**config.mk**
```make
export PLATFORM = sky130hd
export DESIGN_NAME = branch_update_queue
export DESIGN_NICKNAME = d
export VERILOG_FILES = /design/src/rtl/branch_update_queue_pkg.sv /design/src/rtl/branch_update_queue.sv
export SDC_FILE = /design/constraint.sdc
export NUM_CORES = 2
export LEC_CHECK = 0
export BUFFER_PORTS_ARGS = -buffer_cell sky130_fd_sc_hd__buf_2
export CAP_MARGIN = 10
export CORE_UTILIZATION = 36
export DETAILED_ROUTE_END_ITERATION = 7
export GPL_ROUTABILITY_DRIVEN = 0
export SLEW_MARGIN = 20
export SYNTH_ARGS = -nofsm -noshare
export SYNTH_HDL_FRONTEND = slang
export SYNTH_SLANG_ARGS = --single-unit
```
**constraint.sdc**
```tcl
create_clock -name clk_i -period 5.45 [get_ports clk_i]
set_input_delay 0 -clock clk_i [delete_from_list [all_inputs] [get_ports clk_i]]
set_output_delay 0 -clock clk_i [all_outputs]
set_load 0.05 [all_outputs]
```
**src/rtl/branch_update_queue_pkg.sv**
```systemverilog
// Shared types and helpers for the in-order branch resolution queue.
// The entry record and the misprediction/redirect rules live here.
package branch_update_queue_pkg;

  typedef struct packed {
    logic        valid;
    logic        resolved;
    logic [31:0] pc;
    logic        pred_taken;
    logic [31:0] pred_target;
    logic        act_taken;
    logic [31:0] act_target;
  } bq_entry_s;

  // A not-taken branch never mispredicts on target, only on direction.
  function automatic logic bq_mispredict(input bq_entry_s e);
    return (e.act_taken != e.pred_taken) ||
           (e.act_taken && (e.act_target != e.pred_target));
  endfunction

  function automatic logic [31:0] bq_redirect(input bq_entry_s e);
    return e.act_taken ? e.act_target : (e.pc + 32'd4);
  endfunction

endpackage

```
**src/rtl/branch_update_queue.sv**
```systemverilog
// In-order branch resolution queue feeding the gshare update port.
// Allocates in fetch order, resolves by tag, retires one resolved head per cycle.
module branch_update_queue
  import branch_update_queue_pkg::*;
#(
  parameter int DEPTH     = 8,
  parameter int TAG_WIDTH = $clog2(DEPTH)
) (
  input  logic                 clk_i,
  input  logic                 reset_ni,
  input  logic                 alloc_valid_i,
  output logic                 alloc_ready_o,
  input  logic [31:0]          alloc_pc_i,
  input  logic                 alloc_pred_taken_i,
  input  logic [31:0]          alloc_pred_target_i,
  output logic [TAG_WIDTH-1:0] alloc_tag_o,
  input  logic                 resolve_valid_i,
  input  logic [TAG_WIDTH-1:0] resolve_tag_i,
  input  logic                 resolve_taken_i,
  input  logic [31:0]          resolve_target_i,
  input  logic                 flush_i,
  output logic                 update_en_o,
  output logic [31:0]          update_pc_o,
  output logic                 actual_taken_o,
  output logic [31:0]          actual_target_o,
  output logic                 mispredict_o,
  output logic [31:0]          redirect_pc_o,
  output logic [TAG_WIDTH:0]   count_o
);

  localparam int PW = TAG_WIDTH + 1;

  bq_entry_s ent_q [DEPTH];

  logic [PW-1:0]        head_q, head_d, tail_q, tail_d;
  logic [PW-1:0]        count;
  logic [TAG_WIDTH-1:0] head_idx, tail_idx;
  bq_entry_s            head_ent, res_ent;
  logic                 retire, mispred, do_alloc, do_resolve;

  logic        update_en_q, mispredict_q, actual_taken_q;
  logic [31:0] update_pc_q, actual_target_q, redirect_pc_q;

  assign head_idx = head_q[TAG_WIDTH-1:0];
  assign tail_idx = tail_q[TAG_WIDTH-1:0];
  assign count    = tail_q - head_q;

  // Ready and tag come from registered pointers only, so a retire in the
  // same cycle never opens a slot for that cycle's allocation.
  assign alloc_ready_o = (count < PW'(DEPTH));
  assign alloc_tag_o   = tail_idx;
  assign count_o       = count;

  assign head_ent = ent_q[head_idx];
  assign res_ent  = ent_q[resolve_tag_i];

  assign retire     = !flush_i && head_ent.valid && head_ent.resolved;
  assign mispred    = retire && bq_mispredict(head_ent);
  assign do_alloc   = !flush_i && !mispred && alloc_valid_i && alloc_ready_o;
  assign do_resolve = !flush_i && !mispred && resolve_valid_i &&
                      res_ent.valid && !res_ent.resolved;

  always_comb begin
    head_d = head_q;
    tail_d = tail_q;
    if (flush_i) begin
      head_d = '0;
      tail_d = '0;
    end else begin
      if (retire) head_d = head_q + PW'(1);
      // Squash leaves the queue empty right behind the retiring branch.
      if (mispred)       tail_d = head_q + PW'(1);
      else if (do_alloc) tail_d = tail_q + PW'(1);
    end
  end

  always_ff @(posedge clk_i or negedge reset_ni) begin
    if (!reset_ni) begin
      head_q <= '0;
      tail_q <= '0;
    end else begin
      head_q <= head_d;
      tail_q <= tail_d;
    end
  end

  always_ff @(posedge clk_i or negedge reset_ni) begin
    if (!reset_ni) begin
      for (int i = 0; i < DEPTH; i++) ent_q[i] <= '0;
    end else if (flush_i || mispred) begin
      for (int i = 0; i < DEPTH; i++) ent_q[i].valid <= 1'b0;
    end else begin
      if (retire) ent_q[head_idx].valid <= 1'b0;
      if (do_alloc) begin
        ent_q[tail_idx].valid       <= 1'b1;
        ent_q[tail_idx].resolved    <= 1'b0;
        ent_q[tail_idx].pc          <= alloc_pc_i;
        ent_q[tail_idx].pred_taken  <= alloc_pred_taken_i;
        ent_q[tail_idx].pred_target <= alloc_pred_target_i;
        ent_q[tail_idx].act_taken   <= 1'b0;
        ent_q[tail_idx].act_target  <= '0;
      end
      if (do_resolve) begin
        ent_q[resolve_tag_i].resolved   <= 1'b1;
        ent_q[resolve_tag_i].act_taken  <= resolve_taken_i;
        ent_q[resolve_tag_i].act_target <= resolve_target_i;
      end
    end
  end

  always_ff @(posedge clk_i or negedge reset_ni) begin
    if (!reset_ni) begin
      update_en_q     <= 1'b0;
      mispredict_q    <= 1'b0;
      update_pc_q     <= '0;
      actual_taken_q  <= 1'b0;
      actual_target_q <= '0;
      redirect_pc_q   <= '0;
    end else begin
      update_en_q  <= retire;
      mispredict_q <= mispred;
      if (retire) begin
        update_pc_q     <= head_ent.pc;
        actual_taken_q  <= head_ent.act_taken;
        actual_target_q <= head_ent.act_target;
        redirect_pc_q   <= bq_redirect(head_ent);
      end
    end
  end

  assign update_en_o     = update_en_q;
  assign mispredict_o    = mispredict_q;
  assign update_pc_o     = update_pc_q;
  assign actual_taken_o  = actual_taken_q;
  assign actual_target_o = actual_target_q;
  assign redirect_pc_o   = redirect_pc_q;

endmodule

```
==> qor.csv <==
stage;metric;value;unit
job;max-cap viol count;0;
clock_tree;CTS tree;done;
synthesis;sequential cell area fraction in the yosys report;0.509;
synthesis;Synth Register Bits;907;
setup_path;R2R Path Start;head_q[1]$_DFFE_PN0P_;
floorplan;Core Region;0.122;mm2
cells_and_area;most common cell after layout, fill and taps aside;dfrtp_1;
setup_path;kind of critical path;register to register;
global_routing;initial antenna violation count;9;
global_routing;Tot GR Track Use;0.236;
floorplan;DIE WIDTH;354;um
global_routing;global route overflow;0;
global_routing;largest net degree at the start of global routing;178;
placement;Port-buffer cells;212;
sta;final period utilization;0.967;
power;Peak VDD IR;0.000343;V
cells_and_area;Final Non-Filler Cells;5665;
worst_hold_path;min-delay worst type;input pin to asynchronous set/reset pin;
detailed_routing;initial drt markers;2786;
clock_tree;CTS H-Tree Depth;3;
floorplan;total die area;0.125;mm2
synthesis;Mapped Cells;3629;
sta;slew margin rel.;0.227;
clock_tree;worst skew pair latency;0.70;ns
detailed_routing;via count;31500;
floorplan;Die Ht;354;um
synthesis;ys flop type;dfrtp_1;
sta;setup TNS;0;ns
setup_path;CP max FO;46;
clock_tree;Root Buffer;clkbuf_16;
clock_tree;Num CTS Buffers;98;
sta;Final WS setup;0.180;ns
detailed_routing;TritonRoute pass-1 iters;5;
power;total power;21.2;mW
synthesis;average size of a mapped cell;12.3;um2
setup_path;CP arrival;5.81;ns
sta;Slew Viols, Final;0;
detailed_routing;DR vias/cell;5.56;
detailed_routing;DRC;0;
floorplan;IO Count;213;
clock_tree;clk slew on worst S/H paths;0.06;ns
placement;Post-DP HPWL;97.9;mm
sta;f_max;190;MHz
synthesis;Unique masters post-synth;73;
power;Clk pwr share;0.321;
sta;actual slew at the worst max-slew pin;1.16;ns
clock_tree;clk buf depth;3;
detailed_routing;DRT Wirelength;148;mm
detailed_routing;DR WL/cell;26.1;um
power;sequential group share of total power;0.428;
power;Sw Ratio;0.314;
setup_path;R2R cell count;12;
power;Int Power;14.5;mW
sta;unrepaired setup endpoints after global routing;no;
sta;Setup-failing EPs final;0;
cells_and_area;nets@finish;4068;
power;Comb pwr share;0.250;
synthesis;EDFF count, synth;0;
power;Lkg Pwr;24.6;nW
setup_path;CP endpoint kind;register;
global_routing;global-route wire length before repair;223;mm
synthesis;syn_nets;3742;
detailed_routing;Detail Route Antenna Nets;0;
placement;Post-Place Cells;5375;
clock_tree;CTS Sinks;907;
cells_and_area;fin area;0.0529;mm2
setup_path;flop2flop setup slack;0.18;ns
cells_and_area;Layout area overhead;18.6;%
synthesis;YS warnings;0;
sta;final hold vios;0;
cells_and_area;share of layout cells above drive strength 1;0.352;
global_routing;vias in the first global route;32400;
setup_path;Required @ worst endpoint;5.99;ns
power;NetSw;6.65;mW
setup_path;startpoint types;register;
placement;placed cell areas;0.0485;mm2
cells_and_area;most frequent cells in the layout;dfrtp_1 (904), mux2_2 (695), nand2_1 (331), nor2_1 (220), buf_2 (211);
synthesis;Post-Syn Area;0.0446;mm2
sta;final setup skew;0.0402;ns
floorplan;num rows;128;
placement;pre-CTS setup slack;0.0940;ns
floorplan;effective utilization at floorplan;0.365;
run_status;status;finished, final reports clean;
clock_tree;postcts setup bufs;0;
power;Power Density;400;mW/mm2
synthesis;Async SR Flop Fraction;1.00;
sta;post-route minimum period;5.27;ns
[worst max path at each step]
stage | from | end | slack (ns)
floorplan | head_q[1]$_DFFE_PN0P_ | register | 0.24
detailed placement | head_q[1]$_DFFE_PN0P_ | register | 0.09
finish | head_q[1]$_DFFE_PN0P_ | register | 0.18
global route | head_q[1]$_DFFE_PN0P_ | ent_q[232]$_DFFE_PN0N_ | 0.07
global placement | head_q[1]$_DFFE_PN0P_ | ent_q[200]$_DFFE_PN0N_ | -0.15
CTS | head_q[1]$_DFFE_PN0P_ | register | 0.07
[synth_stat cells (all sizes together), types with 4 or more instances]
cell type | instances | share of area
ha | 6 | 0.0017
o21ai | 126 | 0.014
o2bb2ai | 29 | 0.0057
or3 | 12 | 0.0017
a211oi | 16 | 0.0027
o21a | 4 | 0.00067
a22oi | 47 | 0.0080
nor3 | 20 | 0.0024
a221oi | 26 | 0.0051
xnor2 | 42 | 0.0082
a2111oi | 5 | 0.0018
a22o | 19 | 0.0037
a221o | 17 | 0.0038
mux2i | 144 | 0.032
o211ai | 10 | 0.0017
buf | 178 | 0.026
dfrtp | 907 | 0.51
and3 | 138 | 0.019
o22ai | 20 | 0.0028
mux2 | 845 | 0.22
nor4 | 12 | 0.0021
and2 | 6 | 0.00084
or4b | 4 | 0.00090
inv | 17 | 0.0014
a31oi | 24 | 0.0034
nand2 | 336 | 0.028
o221ai | 9 | 0.0018
nor2 | 223 | 0.019
nand2b | 14 | 0.0020
nand3b | 9 | 0.0015
mux4 | 63 | 0.032
nand3 | 27 | 0.0030
clkbuf | 105 | 0.0088
a21boi | 4 | 0.00067
a21o | 10 | 0.0017
xor2 | 29 | 0.0057
nand4 | 7 | 0.00098
or4 | 5 | 0.00084
a21oi | 63 | 0.0072
nor2b | 10 | 0.0014
o31ai | 9 | 0.0015
[routing by layer]
| metal | GRT usage | wire length (um) | share of wire |
|---|---|---|---|
| met1 | 0.328 | 64700 | 0.44 |
| met2 | 0.362 | 66800 | 0.45 |
| met3 | 0.0569 | 11500 | 0.078 |
| met4 | 0.0738 | 4770 | 0.032 |
| met5 | 0 | 104 | 0.00070 |
[power by group through the flow]
| stage | Clock [mW] | Sequential, mW | Combinational (mW) |
|---|---|---|---|
| after floorplan | 0 | 9.70 | 2.98 |
| after global placement | 0 | 9.12 | 5.12 |
| after detailed placement | 0 | 9.18 | 5.22 |
| after CTS | 6.91 | 9.06 | 5.32 |
| after global routing | 7.19 | 9.26 | 5.72 |
| final | 6.80 | 9.07 | 5.30 |
[area by class of cell]
class / instances / area [um2]
multi-input combinational: 2421 / 20500
tap: 1625 / 2030
inverter: 18 / 68.8
timing repair buffer: 509 / 4310
antenna: 2 / 5.00
sequential: 907 / 22700
fill: 11500 / 69400
clock buffer: 152 / 2900
clock inverter: 31 / 392
[worst max-delay path: stages (launching register included)]
cell	delay (ns)
dfrtp_4	0.66
buf_12	0.36
mux2_2	0.38
a221oi_1	0.32
o22ai_1	0.29
a2111oi_2	0.76
o2111ai_1	0.19
or3_1	0.44
buf_4	0.21
or4b_1	0.54
nand2_4	0.30
buf_12	0.24
mux2_2	0.35
[per-stage QoR]
step           utilization  hold slack, ns
2_1_floorplan            -          -0.296
3_5_place_dp         0.397          0.0679
3_3_place_gp         0.396          0.0589
5_1_grt              0.432          0.0609
4_1_cts              0.432          0.0621
6_report             0.432          0.0556
[what timing repair did]
action | CTS | global route
gates resized for setup | 0 | 1
hold endpoints to repair | 987 | 0
hold buffers | 104 | 0
endpoints found under the setup margin | 0 | 642
[cells by family (layout without fill, tap and decap cells)]
group / Yosys count / after routing / share of synthesized area
other: 0 / 2 / 0
AND/OR/NAND/NOR: 837 / 837 / 0.0866
XOR/XNOR: 71 / 71 / 0.0139
buffers and inverters: 301 / 710 / 0.0368
adder cells (fa/ha/maj): 7 / 7 / 0.00213
flip-flops: 907 / 907 / 0.509
AO/OA/AOI/OAI: 454 / 454 / 0.0697
multiplexers: 1052 / 1052 / 0.282
No activity file was read; power rests on OpenSTA's default activity.
